$ cat src/rtl/spi_cmd_sender.sv
// Mode-0 SPI command sender: latches one {cmd, data} packet and shifts it out
// MSB first under a single csb-low window, followed by an enforced csb-high gap.
module spi_cmd_sender #(
  parameter int unsigned PACKET_WIDTH = 24,
  parameter int unsigned DATA_WIDTH   = 16,
  parameter int unsigned HALF_PERIOD  = 2,
  parameter int unsigned GAP_CYCLES   = 2
) (
  input  logic                  sys_clk,
  input  logic                  rst_n,
  input  logic [7:0]            cmd_word,
  input  logic [DATA_WIDTH-1:0] data_word,
  input  logic                  valid,
  output logic                  ready,
  output logic                  done,
  output logic                  sclk,
  output logic                  mosi,
  output logic                  csb
);

  localparam int unsigned CNT_W = 8;
  localparam int unsigned BIT_W = $clog2(PACKET_WIDTH);

  localparam logic [CNT_W-1:0] HALF_LAST = CNT_W'(HALF_PERIOD - 1);
  localparam logic [CNT_W-1:0] GAP_LAST  = CNT_W'(GAP_CYCLES - 1);
  localparam logic [BIT_W-1:0] BIT_LAST  = BIT_W'(PACKET_WIDTH - 1);

  typedef enum logic [1:0] {
    ST_IDLE  = 2'd0,
    ST_SETUP = 2'd1,
    ST_SHIFT = 2'd2,
    ST_GAP   = 2'd3
  } state_t;

  state_t                  state, state_nxt;
  logic [CNT_W-1:0]        cnt, cnt_nxt;
  logic [BIT_W-1:0]        bit_cnt, bit_cnt_nxt;
  logic [PACKET_WIDTH-1:0] sr, sr_nxt;
  logic                    csb_nxt, sclk_nxt, mosi_nxt, done_nxt;

  assign ready = (state == ST_IDLE);

  // State and output registers; reset aborts any frame in flight.
  always_ff @(posedge sys_clk) begin
    if (!rst_n) begin
      state   <= ST_IDLE;
      cnt     <= '0;
      bit_cnt <= '0;
      sr      <= '0;
      csb     <= 1'b1;
      sclk    <= 1'b0;
      mosi    <= 1'b0;
      done    <= 1'b0;
    end else begin
      state   <= state_nxt;
      cnt     <= cnt_nxt;
      bit_cnt <= bit_cnt_nxt;
      sr      <= sr_nxt;
      csb     <= csb_nxt;
      sclk    <= sclk_nxt;
      mosi    <= mosi_nxt;
      done    <= done_nxt;
    end
  end

  // Next-state and next-output decode; sclk itself tracks the high/low phase.
  always_comb begin
    state_nxt   = state;
    cnt_nxt     = cnt;
    bit_cnt_nxt = bit_cnt;
    sr_nxt      = sr;
    csb_nxt     = csb;
    sclk_nxt    = sclk;
    mosi_nxt    = mosi;
    done_nxt    = 1'b0;

    case (state)
      ST_IDLE: begin
        csb_nxt  = 1'b1;
        sclk_nxt = 1'b0;
        mosi_nxt = 1'b0;
        cnt_nxt  = '0;
        if (valid) begin
          sr_nxt      = PACKET_WIDTH'({cmd_word, data_word});
          mosi_nxt    = cmd_word[7];
          csb_nxt     = 1'b0;
          bit_cnt_nxt = '0;
          state_nxt   = ST_SETUP;
        end
      end

      ST_SETUP: begin
        if (cnt == HALF_LAST) begin
          cnt_nxt   = '0;
          sclk_nxt  = 1'b1;
          state_nxt = ST_SHIFT;
        end else begin
          cnt_nxt = cnt + CNT_W'(1);
        end
      end

      ST_SHIFT: begin
        if (cnt != HALF_LAST) begin
          cnt_nxt = cnt + CNT_W'(1);
        end else begin
          cnt_nxt = '0;
          if (sclk) begin
            // Falling edge: present the next bit a full half period before it is sampled.
            sclk_nxt = 1'b0;
            sr_nxt   = {sr[PACKET_WIDTH-2:0], 1'b0};
            mosi_nxt = sr[PACKET_WIDTH-2];
          end else if (bit_cnt == BIT_LAST) begin
            bit_cnt_nxt = '0;
            csb_nxt     = 1'b1;
            mosi_nxt    = 1'b0;
            state_nxt   = ST_GAP;
          end else begin
            bit_cnt_nxt = bit_cnt + BIT_W'(1);
            sclk_nxt    = 1'b1;
          end
        end
      end

      ST_GAP: begin
        csb_nxt  = 1'b1;
        sclk_nxt = 1'b0;
        mosi_nxt = 1'b0;
        if (cnt == GAP_LAST) begin
          cnt_nxt   = '0;
          done_nxt  = 1'b1;
          state_nxt = ST_IDLE;
        end else begin
          cnt_nxt = cnt + CNT_W'(1);
        end
      end

      default: begin
        state_nxt = ST_IDLE;
        csb_nxt   = 1'b1;
        sclk_nxt  = 1'b0;
        mosi_nxt  = 1'b0;
      end
    endcase
  end

endmodule
$ cat config.mk
export PLATFORM = sky130hd
export DESIGN_NAME = spi_cmd_sender
export DESIGN_NICKNAME = d
export VERILOG_FILES = /design/src/rtl/spi_cmd_sender.sv
export SDC_FILE = /design/constraint.sdc
export NUM_CORES = 1
export LEC_CHECK = 0
export ABC_AREA = 0
export BUFFER_PORTS_ARGS = -buffer_cell sky130_fd_sc_hd__buf_2
export CORE_MARGIN = 10
export CORE_UTILIZATION = 50
export CTS_CLUSTER_DIAMETER = 60
export DETAILED_ROUTE_END_ITERATION = 10
export PLACE_DENSITY = 0.74
export SLEW_MARGIN = 20
export SYNTH_ARGS = -nofsm -noshare
export SYNTH_HDL_FRONTEND = slang
export SYNTH_SLANG_ARGS = --single-unit
export TNS_END_PERCENT = 20
$ cat constraint.sdc
create_clock -name sys_clk -period 3.65 [get_ports sys_clk]
set_input_delay 1.095 -clock sys_clk [delete_from_list [all_inputs] [get_ports sys_clk]]
set_output_delay 1.095 -clock sys_clk [all_outputs]
set_load 0.02 [all_outputs]
=== After elaboration in Yosys (flattened, before gate mapping) ===
Cells that the tools add are included.

* Register bits after elaboration: 42
* Input port bits: 27
* Word-level logic and storage cells: 71

* Add/sub/neg operators: 2
* Eq/ne operators: 14
* Multiplexer cells: 35
* Reduce and logical (&&, ||, !) cells: 12

{| class="wikitable"
|+ Operator list
! kind !! count
|-
| 23-bit 2-to-1 mux || 3
|-
| 23-bit case mux with 2 select lines || 1
|-
| 8-bit case mux with 3 select lines || 1
|-
| 5-bit 2-to-1 mux || 4
|-
| 8-bit 2-to-1 mux || 2
|-
| 2-bit != test, second input constant || 7
|-
| 1-bit 2-to-1 mux || 13
|-
| 2-bit 2-to-1 mux || 6
|-
| 4-bit AND reduction || 3
|-
| 5-bit case mux with 2 select lines || 1
|-
| 1-bit case mux with 3 select lines || 3
|-
| 8-bit by 1-bit adder with 8-bit output, second input constant || 1
|-
| 8-bit by 1-bit == test with 1-bit output, second input constant || 1
|-
| 8-bit by 1-bit != test with 1-bit output, second input constant || 1
|-
| 2-bit case mux with 4 select lines || 1
|-
| 6-bit AND reduction || 1
|-
| 5-bit by 1-bit adder with 5-bit output, second input constant || 1
|-
| 5-bit == test, second input constant || 1
|-
| 2-bit == test, second input constant || 2
|-
| 2-bit AND reduction || 2
|-
| 2-bit OR reduction || 2
|-
| 3-bit != test, second input constant || 1
|-
| 3-bit AND reduction || 1
|-
| 3-bit nonzero test || 1
|-
| 3 further kinds || 3
|}

=== Longest topological paths before layout ===
Gate-level depths: netlist of the first run.

* Word-level depth: 5
* Mapped depth: 8
* Depth with buffers taken out: 6

=== Worst setup path after synthesis of the first run ===
Ideal clock, no wire load.

* Path type: input -> register
* Start: input port valid
* End: register bit_cnt[3]
* Library setup time: 0.062 ns
* Arrival time: 2.293 ns
* Required time: 3.588 ns
* Path slack: 1.295 ns
* Cell stages on the path: 4
* Buffers on the path: 0
* Cell sequence: mux2i_1 > or4_4 > or4_1 > nand3_1

* Word-level cells in the longest chain between the ends: 2

{| class="wikitable"
|+ Ends and longest elaborated chain
! what !! RTL line !! text
|-
| start: declaration || 13 || <nowiki>input logic valid,</nowiki>
|-
| 2-bit != test (no source line) || n/a ||
|-
| 4-bit AND reduction (no source line) || n/a ||
|-
| end signal: assignment || 57 || <nowiki>bit_cnt <= bit_cnt_nxt;</nowiki>
|-
| end: declaration || 37 || <nowiki>logic [BIT_W-1:0] bit_cnt, bit_cnt_nxt;</nowiki>
|}

Every way passes these cells.
A chain may end at the register's enable or synchronous reset.

=== Worst setup path after layout of the first run ===
* Start: register state[0]
* End: register bit_cnt[3]

* Word-level cells in the longest chain between the ends: 3

{| class="wikitable"
|+ Ends and longest elaborated chain
! what !! RTL line !! text
|-
| start: declaration || 35 || <nowiki>state_t state, state_nxt;</nowiki>
|-
| start signal: assignment || 55 || <nowiki>state <= state_nxt;</nowiki>
|-
| 2-bit == test / 2-bit logical NOT (equally long branches) || 77 || <nowiki>case (state)</nowiki>
|-
| 2-bit != test (no source line) / 2-bit nonzero test (equally long branches) || n/a ||
|-
| 4-bit AND reduction (no source line) || n/a ||
|}

Several ways; a longest one is shown, not always the timed one.

==> metrics.md, run 1 <==
| Metric | Value |
|---|---|
| Final Hold Viols | `0` |
| Final setup skew | `0.005704 ns` |
| Setup bufs post-CTS | `0` |
| Routed WL | `4.146 mm` |
| Rows | `22` |
| DR pass1 iterations | `6` |
| Post-synth design cell area | `1977 sq um` |
| Max frequency | `408.8 MHz` |
| Most frequent cells in the layout | `42 x dfxtp_1, 31 x buf_2, 24 x o21a_1` |
| NumNets Final | `265` |
| Worst slack, placed | `1.055 ns` |
| Setup ws final | `1.204 ns` |
| WHS Path Cells | `2` |
| Worst endpoint data arrival time | `2.69 ns` |
| Post-CTS Resized | `0` |
| Clk pin slew, worst setup/hold paths | `0.09 ns` |
| # setup viols final | `0` |
| Static Leak | `0.9026 nW` |
| Initial antenna violation count | `0` |
| Core box area | `3744 sq um` |
| Syn Nets | `237` |
| H-tree depth | `2` |
| CP Cell Sequence | `inv_1, ha_1, mux2i_1, or4_4, or4_1, nand3_1` |
| Slowest cell delay on critical path | `0.59 ns` |
| RSZ-0062 raised after global routing | `false` |
| R2R depth | `6` |
| Number of global-route vias before repair | `1522` |
| Layout Area Growth over Synthesis | `14.37%` |
| Synth warn | `0` |
| Vias | `1589` |
| Final ANT Viol Nets | `0` |
| DRC viols | `0` |
| CP max-delay cell | `or4_4` |
| Crit Path Max Fanout | `17` |
| Initial Util | `52.81%` |
| Commonest non-fill, non-tap cell in the layout | `dfxtp_1` |
| Worst slew margin | `64.04%` |
| Root Buffer | `clkbuf_8` |
| Async SR Flop Fraction | `0%` |
| Startpoint types | `flip-flop` |
| TritonCTS Buffers | `5` |
| Initial DRC count | `73` |
| Hold EP | `mosi` |
| DP HPWL | `2.922 mm` |
| Seq/Total Area, Yosys | `42.53%` |
| Critical path class | `reg2reg` |
| Final slew viol count | `0` |
| GPL Wtd Cong | `0.7940` |
| Max Root-Sink Buffers | `2` |
| Largest net degree at the start of global routing | `41` |
| Clock Latency Late Sink | `0.30 ns` |
| Clock sink count | `42` |
| Crit end category | `flip-flop` |
| Number of I/O pins | `32` |
| Worst IR Drop VDD | `0.4162 mV` |
| First-pass GRT wire length | `7.058 mm` |
| GRT Total Usage | `11.95%` |
| Unique masters post-synth | `34` |
| Chip height | `82.88 microns` |
| Power per standard cell area | `670.0 nW/um^2` |
| Period utilization | `67.02%` |
| Share of layout cells above drive strength 1 | `30.74%` |
| Mapped Avg Cell Area | `9.787 sq um` |
| IO Port Bufs | `31` |
| TNS Setup | `0 ns` |
| Vias per cell | `5.695` |
| Worst-margin pin slew | `0.5394 ns` |
| Routed len/inst | `14.86 microns` |
| DIE AREA | `6869 sq um` |
| Reg2Reg Setup Slack | `1.20 ns` |
| EDFF count, synth | `0` |
| R2r endpoint | `bit_cnt[3]` |
| Max cap viols | `0` |
| CTS tree | `built` |
| Antenna cells | `0` |
| Hold Crit Class | `reg2reg` |
| Post-synth top flop | `dfxtp_1` |
| Die span in x | `82.88 microns` |
| Reg2reg start | `state[0]` |
| WP data required | `3.89 ns` |
| Cell count after synthesis | `202` |
| Status | `completed` |
| Hold_buf cts | `0` |
| Total gr overflow | `0` |
| Worst Hold Launch | `mosi` |
| Tmin final | `2.446 ns` |
| Synthesis-stage register bit count | `42` |
-- area by class of cell --
class	count	area, sq um
Inverter	6	22.52
Tap cell	48	60.06
Clock buffer	5	68.82
Multi-Input combinational cell	140	1059
Fill cell	353	1483
Sequential cell	42	840.8
Timing Repair Buffer	35	185.2
Clock inverter	3	25.02
-- power by group --
group | total, mW | leakage, nW | switching (mW) | internal (mW)
logic | 0.547 | 0.513 | 0.294 | 0.253
clock network | 0.307 | 0.0447 | 0.169 | 0.138
registers | 0.661 | 0.344 | 0.0777 | 0.584
total | 1.51 | 0.903 | 0.540 | 0.975
-- cells by family (layout without fill, tap and decap cells) --
family,Yosys count,after routing,synth area share [%]
multiplexers,5,5,2.532
adder cells (fa/ha/maj),8,8,5.063
flip-flops,42,42,42.53
buffers and inverters,20,49,3.924
AND/OR/NAND/NOR,59,59,16.01
XOR/XNOR,6,6,2.658
AO/OA/AOI/OAI,62,62,27.28
-- Yosys cell counts, types with 2 or more instances --
library cell	number	area share [%]
mux2i_1	5	2.5
a21boi_0	3	1.1
nand3_1	13	3.3
nor3_1	2	0.51
o21a_1	24	9.1
nand3b_1	3	1.1
nand2_1	13	2.5
inv_1	6	1.1
dfxtp_1	42	43
o21ai_0	4	1.0
buf_2	2	0.51
nor2_1	11	2.1
a21oi_1	3	0.76
nand4_1	3	0.95
xor2_1	5	2.2
and3_1	4	1.3
o221a_2	23	13
or4_4	2	1.1
ha_1	8	5.1
clkbuf_1	12	2.3
-- how the worst max path moves through the flow --
| stage | from | end | slack [ns] |
|---|---|---|---|
| 2_1_floorplan | valid | bit_cnt[3] | 1.29 |
| 3_3_place_gp | valid | bit_cnt[3] | 1.08 |
| 3_5_place_dp | valid | bit_cnt[3] | 1.06 |
| 4_1_cts | state[0] | bit_cnt[3] | 1.22 |
| 5_1_grt | state[0] | bit_cnt[3] | 1.07 |
| 6_report | state[0] | bit_cnt[3] | 1.20 |
-- layer usage --
layer	track usage, %	wire (microns)	up-vias
li1	-	-	818
met1	14.59	2043	727
met2	18.72	1856	39
met3	4.395	200	5
met4	4.154	46	0
met5	0	0	-
-- state kept, by name, indices dropped and copies added (netlist names) --
register / flops
state: 2
sclk: 1
cnt: 8
sr: 23
csb: 1
done: 1
bit_cnt: 5
mosi: 1
-- through the flow --
step / cell area (sq um) / utilization (%) / hold slack (ns) / cells / power (mW)
floorplan: 1977 / - / 0.4526 / 202 / 1.083
global placement: 2167 / 57.89 / 0.4566 / 271 / 1.209
detailed placement: 2167 / 57.89 / 0.4652 / 271 / 1.217
CTS: 2261 / 60.39 / 0.4777 / 279 / 1.532
global route: 2261 / 60.39 / 0.5137 / 279 / 1.628
finish: 2261 / 60.39 / 0.4711 / 279 / 1.515
-- worst max-delay path, delay by kind of cell, from the launching register on --
family / cells / cell delay, ns
and+or+nand+nor: 3 / 1.15
adders and majority gates: 1 / 0.51
DFF: 1 / 0.35
muxes: 1 / 0.27
buffers and inverters: 1 / 0.11
No activity file was read; power rests on OpenSTA's default activity.
==> run 2, diff against run 1 <==
==> constraint.sdc (replaced) <==
create_clock -name sys_clk -period 2.4 [get_ports sys_clk]
set_input_delay 0.72 -clock sys_clk [delete_from_list [all_inputs] [get_ports sys_clk]]
set_output_delay 0.72 -clock sys_clk [all_outputs]
set_load 0.02 [all_outputs]
==> run 2 against run 1 <==
Net effect: clock power increased by 120%; die area unchanged; worst hold slack improved by 0.012 ns; sequential cell count is the same; clock-buffer cell count grew 1; setup slack got worse by 0.98 ns; critical path type unchanged; sequential share of layout area shrank 1.3 points; via count up 2.0%; sequential power increased by 53%; final cell count rose by 1.4%; critical path depth decreased by 1; largest power group unchanged; clock skew grew 0.0066 ns; largest cell class unchanged.
==> metrics.md, run 2 (same netlist as run 1, synthesis figures left out) <==
| Metric | Value |
|---|---|
| Status | `completed` |
| Sw Pwr | `0.8135 mW (+51%)` |
| CP max-delay cell | `or3b_2` |
| Flip-flop count of the largest register after layout | `23 (unchanged)` |
| Layout Area Growth over Synthesis | `18.35%` |
| Routed len/inst | `15.46 microns (+4.0%)` |
| Max Root-Sink Buffers | `2 (unchanged)` |
| Total Power | `2.551 mW (+68%)` |
| Commonest non-fill, non-tap cell in the layout | `dfxtp_1` |
| GPL Wtd Cong | `0.8423 (+6.1%)` |
| Hold Crit Class | `reg2reg` |
| Rows | `22 (unchanged)` |
| Crit end category | `flip-flop` |
| RSZ-0062 raised after global routing | `false` |
| Number of I/O pins | `32 (unchanged)` |
| Vias | `1621 (+2.0%)` |
| First-pass GRT wire length | `7.596 mm (+7.6%)` |
| Reg2Reg Setup Slack | `0.22 ns (-0.98 ns)` |
| Hold_buf cts | `0 (unchanged)` |
| CTS tree | `built` |
| Setup ws final | `0.2228 ns (-0.9812 ns)` |
| WP data required | `2.63 ns (-1.26 ns)` |
| # placed instances | `275 (+1.5%)` |
| Max frequency | `459.3 MHz (+12%)` |
| Int Pwr | `1.738 mW (+78%)` |
| Final ANT Viol Nets | `0 (unchanged)` |
| Initial DRC count | `90 (+23%)` |
| Crit Path Max Fanout | `6 (-11)` |
| Setup bufs post-CTS | `0 (unchanged)` |
| Antenna cells | `0 (unchanged)` |
| DP HPWL | `3.132 mm (+7.2%)` |
| Share of layout cells above drive strength 1 | `31.91% (+1.2 points)` |
| Static Leak | `0.9495 nW (+5.2%)` |
| Worst IR Drop VDD | `0.6007 mV (+44%)` |
| Final setup skew | `0.01231 ns (+0.006609 ns)` |
| Initial antenna violation count | `0 (unchanged)` |
| Startpoint types | `flip-flop` |
| Tmin final | `2.177 ns (-0.2688 ns)` |
| Reg2reg start | `cnt[0]` |
| Sequential share of power | `39.6% (-4.0 points)` |
| Largest net degree at the start of global routing | `28 (-32%)` |
| NumNets Final | `269 (+1.5%)` |
| # setup viols final | `0 (unchanged)` |
| TNS Setup | `0 ns (unchanged)` |
| Worst endpoint data arrival time | `2.41 ns (-0.28 ns)` |
| Worst-margin pin slew | `0.3907 ns (-0.1487 ns)` |
| IO Port Bufs | `31 (unchanged)` |
| Most frequent cells in the layout | `42 x dfxtp_1, 31 x buf_2, 24 x o21a_1` |
| Clk pin slew, worst setup/hold paths | `0.08 ns (about the same)` |
| DR pass1 iterations | `4 (-2)` |
| Combinational Power Share | `33.8% (-2.3 points)` |
| Switching share of power | `31.88% (-3.8 points)` |
| GRT Total Usage | `12.63% (+0.68 points)` |
| Final slew viol count | `0 (unchanged)` |
| Clock Power Share | `26.6% (+6.4 points)` |
| DRC viols | `0 (unchanged)` |
| Max cap viols | `0 (unchanged)` |
| Final Hold Viols | `0 (unchanged)` |
| TritonCTS Buffers | `5 (unchanged)` |
| CP Launch Point | `cnt[0]` |
| Number of global-route vias before repair | `1670 (+9.7%)` |
| DIE AREA | `6869 sq um (unchanged)` |
| Period utilization | `90.72% (+24 points)` |
| Top Registers | `sr (23), cnt (8), bit_cnt (5)` |
| Slowest cell delay on critical path | `0.49 ns (-0.10 ns)` |
| CP Cell Sequence | `ha_1, or3b_2, or4_4, or4_1, nand3_1` |
| H-tree depth | `2 (unchanged)` |
| Total gr overflow | `0 (unchanged)` |
| Clock Latency Late Sink | `0.30 ns (about the same)` |
| Worst slew margin | `73.92% (+9.9 points)` |
| Worst setup path end | `bit_cnt[3]` |
| Clock sink count | `42 (unchanged)` |
| Fin cells | `283 (+1.4%)` |
| Fillers | `355 (+0.57%)` |
| Worst slack, placed | `0.2340 ns (-0.8211 ns)` |
| Chip height | `82.88 microns (unchanged)` |
| Post-CTS Resized | `0 (unchanged)` |
| Initial Util | `52.81% (unchanged)` |
| Power per standard cell area | `1090 nW/um^2 (+63%)` |
| R2R depth | `5 (-1)` |
| Routed WL | `4.375 mm (+5.5%)` |
| Vias per cell | `5.728 (+0.57%)` |
| Biggest register | `sr` |
| Core box area | `3744 sq um (unchanged)` |
| Die span in x | `82.88 microns (unchanged)` |
| R2r endpoint | `bit_cnt[3]` |
| Root Buffer | `clkbuf_8` |
| Critical path class | `reg2reg` |
run 2: cell types whose count changed in the layout (fill, tap and decap cells not counted), sizes merged:
cell	delta
clkinv	-1
bufinv	+2
inv	-1
buf	+4
clkbuf	+1
clkinvlp	-1
run 2: power groups by stage:
stage | combinational (mW) | sequential [mW] | clock [mW]
3_3_place_gp | 0.855 | 1.02 | 0
3_5_place_dp | 0.871 | 1.02 | 0
2_1_floorplan | 0.650 | 0.996 | 0
5_1_grt | 0.968 | 1.03 | 0.723
6_report | 0.863 | 1.01 | 0.679
4_1_cts | 0.874 | 1.01 | 0.697
run 2: critical path, delay by kind of cell, from the launching register on:
kind          cells  cell delay, ns
simple gates      4            1.54
flops             1            0.41
fa+ha+maj         1            0.17
run 2: cell type report:
class | instances | area [sq um] | share of cell area (%)
Clock buffer | 6 | 82.58 | 3.529
Clock inverter | 2 | 60.06 | 2.567
Inverter | 6 | 22.52 | 0.9626
Multi-Input combinational cell | 140 | 1059 | 45.24
Sequential cell | 42 | 840.8 | 35.94
Tap cell | 48 | 60.06 | 2.567
Timing Repair Buffer | 39 | 215.2 | 9.198
run 2: how the worst min path moves through the flow:
stage / start / endpoint / slack, ns / depth (start not counted)
floorplan: cnt[0] / cnt[0] / 0.45 / 1
global placement: mosi / mosi / 0.45 / 2
detailed placement: mosi / mosi / 0.48 / 2
CTS: mosi / mosi / 0.49 / 2
global route: mosi / mosi / 0.52 / 2
finish: mosi / mosi / 0.48 / 2
run 2: layer usage:
metal / wire, microns / vias to the layer above / track usage, %
met5: 0 / - / 0
met4: 15 / 0 / 3.231
met3: 208 / 3 / 3.906
met2: 2062 / 40 / 20.53
met1: 2088 / 758 / 15.69
li1: - / 820 / -
run 2: stage by stage:
stage / hold slack, ns / utilization (%) / instance area (sq um)
floorplan: 0.4526 / - / 1977
global placement: 0.4517 / 58.69 / 2197
detailed placement: 0.4767 / 58.69 / 2197
CTS: 0.4890 / 62.50 / 2340
global route: 0.5235 / 62.50 / 2340
finish: 0.4826 / 62.50 / 2340
==> run 3, diff against run 2 <==
--- a/config.mk
+++ b/config.mk
@@ -11,6 +11,7 @@
 export CORE_UTILIZATION = 50
 export CTS_CLUSTER_DIAMETER = 60
 export DETAILED_ROUTE_END_ITERATION = 10
+export MAX_ROUTING_LAYER = met4
 export PLACE_DENSITY = 0.74
 export SLEW_MARGIN = 20
 export SYNTH_ARGS = -nofsm -noshare
==> run 3 against run 2 <==
Net effect: register-to-register slack is essentially flat; final area is the same; first-iteration DRC count grew 2.2%; sequential cell count is the same; sequential power is essentially flat; worst hold slack is essentially flat; fmax is essentially flat; via count is essentially flat; largest power group unchanged.
==> metrics.md, run 3 (same netlist as run 1, synthesis figures left out) <==
| Metric | Value |
|---|---|
| Status | `completed` |
| Reg2reg start | `cnt[0]` |
| WP data required | `2.63 ns (about the same)` |
| Worst hold margin | `0.4827 ns (+0.0001010 ns)` |
| Final ANT Viol Nets | `0 (unchanged)` |
| Post-CTS Resized | `0 (unchanged)` |
| Static Leak | `0.9495 nW (unchanged)` |
| Combinational Power Share | `33.8% (about the same)` |
| TNS Setup | `0 ns (unchanged)` |
| Fillers | `355 (unchanged)` |
| Die span in x | `82.88 microns (unchanged)` |
| Sequential share of power | `39.6% (about the same)` |
| H-tree depth | `2 (unchanged)` |
| CP Cell Sequence | `ha_1, or3b_2, or4_4, or4_1, nand3_1` |
| Initial DRC count | `92 (+2.2%)` |
| Max frequency | `459.4 MHz (about the same)` |
| Routed WL | `4.385 mm (+0.23%)` |
| Max cap viols | `0 (unchanged)` |
| RSZ-0062 raised after global routing | `false` |
| Clock sink count | `42 (unchanged)` |
| Total Power | `2.554 mW (+0.12%)` |
| Worst-margin pin slew | `0.3928 ns (+0.002101 ns)` |
| Period utilization | `90.70% (about the same)` |
| Core box area | `3744 sq um (unchanged)` |
| DP HPWL | `3.132 mm (unchanged)` |
| Hold Crit Class | `reg2reg` |
| Biggest register | `sr` |
| Int Pwr | `1.738 mW (about the same)` |
| Total gr overflow | `0 (unchanged)` |
| Top Registers | `sr (23), cnt (8), bit_cnt (5)` |
| Hold EP | `mosi` |
| Crit Path Max Fanout | `6 (unchanged)` |
| Critical path class | `reg2reg` |
| Max Root-Sink Buffers | `2 (unchanged)` |
| Most frequent cells in the layout | `42 x dfxtp_1, 31 x buf_2, 24 x o21a_1` |
| Vias per cell | `5.731 (about the same)` |
| Routed len/inst | `15.49 microns (+0.23%)` |
| Root Buffer | `clkbuf_8` |
| Crit end category | `flip-flop` |
| Final Hold Viols | `0 (unchanged)` |
| Hold_buf cts | `0 (unchanged)` |
| Number of I/O pins | `32 (unchanged)` |
| Setup bufs post-CTS | `0 (unchanged)` |
| Final slew viol count | `0 (unchanged)` |
| Power per standard cell area | `1092 nW/um^2 (+0.12%)` |
| IO Port Bufs | `31 (unchanged)` |
| Reg2Reg Setup Slack | `0.22 ns (about the same)` |
| R2r endpoint | `bit_cnt[3]` |
| Worst endpoint data arrival time | `2.41 ns (about the same)` |
| Slowest cell delay on critical path | `0.49 ns (about the same)` |
| Clock Power Share | `26.6% (about the same)` |
| Startpoint types | `flip-flop` |
| Switching share of power | `31.96% (+0.079 points)` |
| Rows | `22 (unchanged)` |
| Worst slew margin | `73.78% (-0.14 points)` |
| Worst Hold Launch | `mosi` |
| Flip-flop count of the largest register after layout | `23 (unchanged)` |
| # setup viols final | `0 (unchanged)` |
| Number of global-route vias before repair | `1671 (+0.060%)` |
| Initial Util | `52.81% (unchanged)` |
| DR pass1 iterations | `4 (unchanged)` |
| WHS Path Cells | `2 (unchanged)` |
| Clock Latency Late Sink | `0.30 ns (about the same)` |
| Initial antenna violation count | `0 (unchanged)` |
| Vias | `1622 (+0.062%)` |
| TritonCTS Buffers | `5 (unchanged)` |
| CTS tree | `built` |
| Final setup skew | `0.01248 ns (+0.0001709 ns)` |
| DIE AREA | `6869 sq um (unchanged)` |
| NumNets Final | `269 (unchanged)` |
| Chip height | `82.88 microns (unchanged)` |
| R2R depth | `5 (unchanged)` |
| Commonest non-fill, non-tap cell in the layout | `dfxtp_1` |
| GRT Total Usage | `12.95% (+0.32 points)` |
| Largest net degree at the start of global routing | `28 (unchanged)` |
| Antenna cells | `0 (unchanged)` |
| Clk pin slew, worst setup/hold paths | `0.08 ns (about the same)` |
| Sw Pwr | `0.8164 mW (+0.36%)` |
| Tmin final | `2.177 ns (-0.0005300 ns)` |
| GPL Wtd Cong | `0.8554 (+1.6%)` |
| CP max-delay cell | `or3b_2` |
| DRC viols | `0 (unchanged)` |
| First-pass GRT wire length | `7.583 mm (-0.17%)` |
| Worst IR Drop VDD | `0.6039 mV (+0.54%)` |
| Share of layout cells above drive strength 1 | `31.91% (unchanged)` |
| Layout Area Growth over Synthesis | `18.35% (unchanged)` |
run 3: per-layer routing:
layer | vias to the layer above | part of all wire (%) | GRT usage, %
met1 | 760 | 48 | 15.63
met4 | 0 | 0.55 | 3.231
met5 | - | 0 | -
li1 | 821 | - | -
met3 | 5 | 4.4 | 3.809
met2 | 36 | 46 | 20.60
run 3: layout make-up:
type	count	area, sq um	share of cell area [%]
multi-input cells	140	1059	45.24
clock inverters	2	60.06	2.567
repair buffers	39	215.2	9.198
inverters	6	22.52	0.9626
well taps	48	60.06	2.567
flip-flops and latches	42	840.8	35.94
clock buffers	6	82.58	3.529
run 3: worst max-delay path by stage:
stage          startpoint         end  depth (start not counted)
3_5_place_dp       cnt[0]  bit_cnt[3]                          5
3_3_place_gp       cnt[0]       sr[7]                          6
4_1_cts            cnt[0]  bit_cnt[3]                          5
2_1_floorplan    state[0]  bit_cnt[3]                          6
5_1_grt            cnt[0]       sr[6]                          6
6_report           cnt[0]  bit_cnt[3]                          5
run 3: critical path: cells and delay by family, from the launching register on:
| kind | cells | cell delay, ns |
|---|---|---|
| adders and majority gates | 1 | 0.17 |
| DFF | 1 | 0.41 |
| and+or+nand+nor | 4 | 1.54 |
run 3: stage by stage:
stage                     instances  setup slack, ns  util (%)  instance area (sq um)
after floorplan                 202           0.2916         -                   1977
after global placement          275           0.2875     58.69                   2197
after detailed placement        275           0.2340     58.69                   2197
after CTS                       283           0.2139     62.50                   2340
after global routing            283           0.1367     62.50                   2340
final                           283           0.2233     62.50                   2340
run 3: power groups by stage:
stage                     Combinational (mW)  Clock [mW]  Sequential [mW]
after floorplan                        0.650           0            0.996
after global placement                 0.855           0             1.02
after detailed placement               0.871           0             1.02
after CTS                              0.874       0.697             1.01
after global routing                   0.968       0.723             1.03
final                                  0.864       0.680             1.01
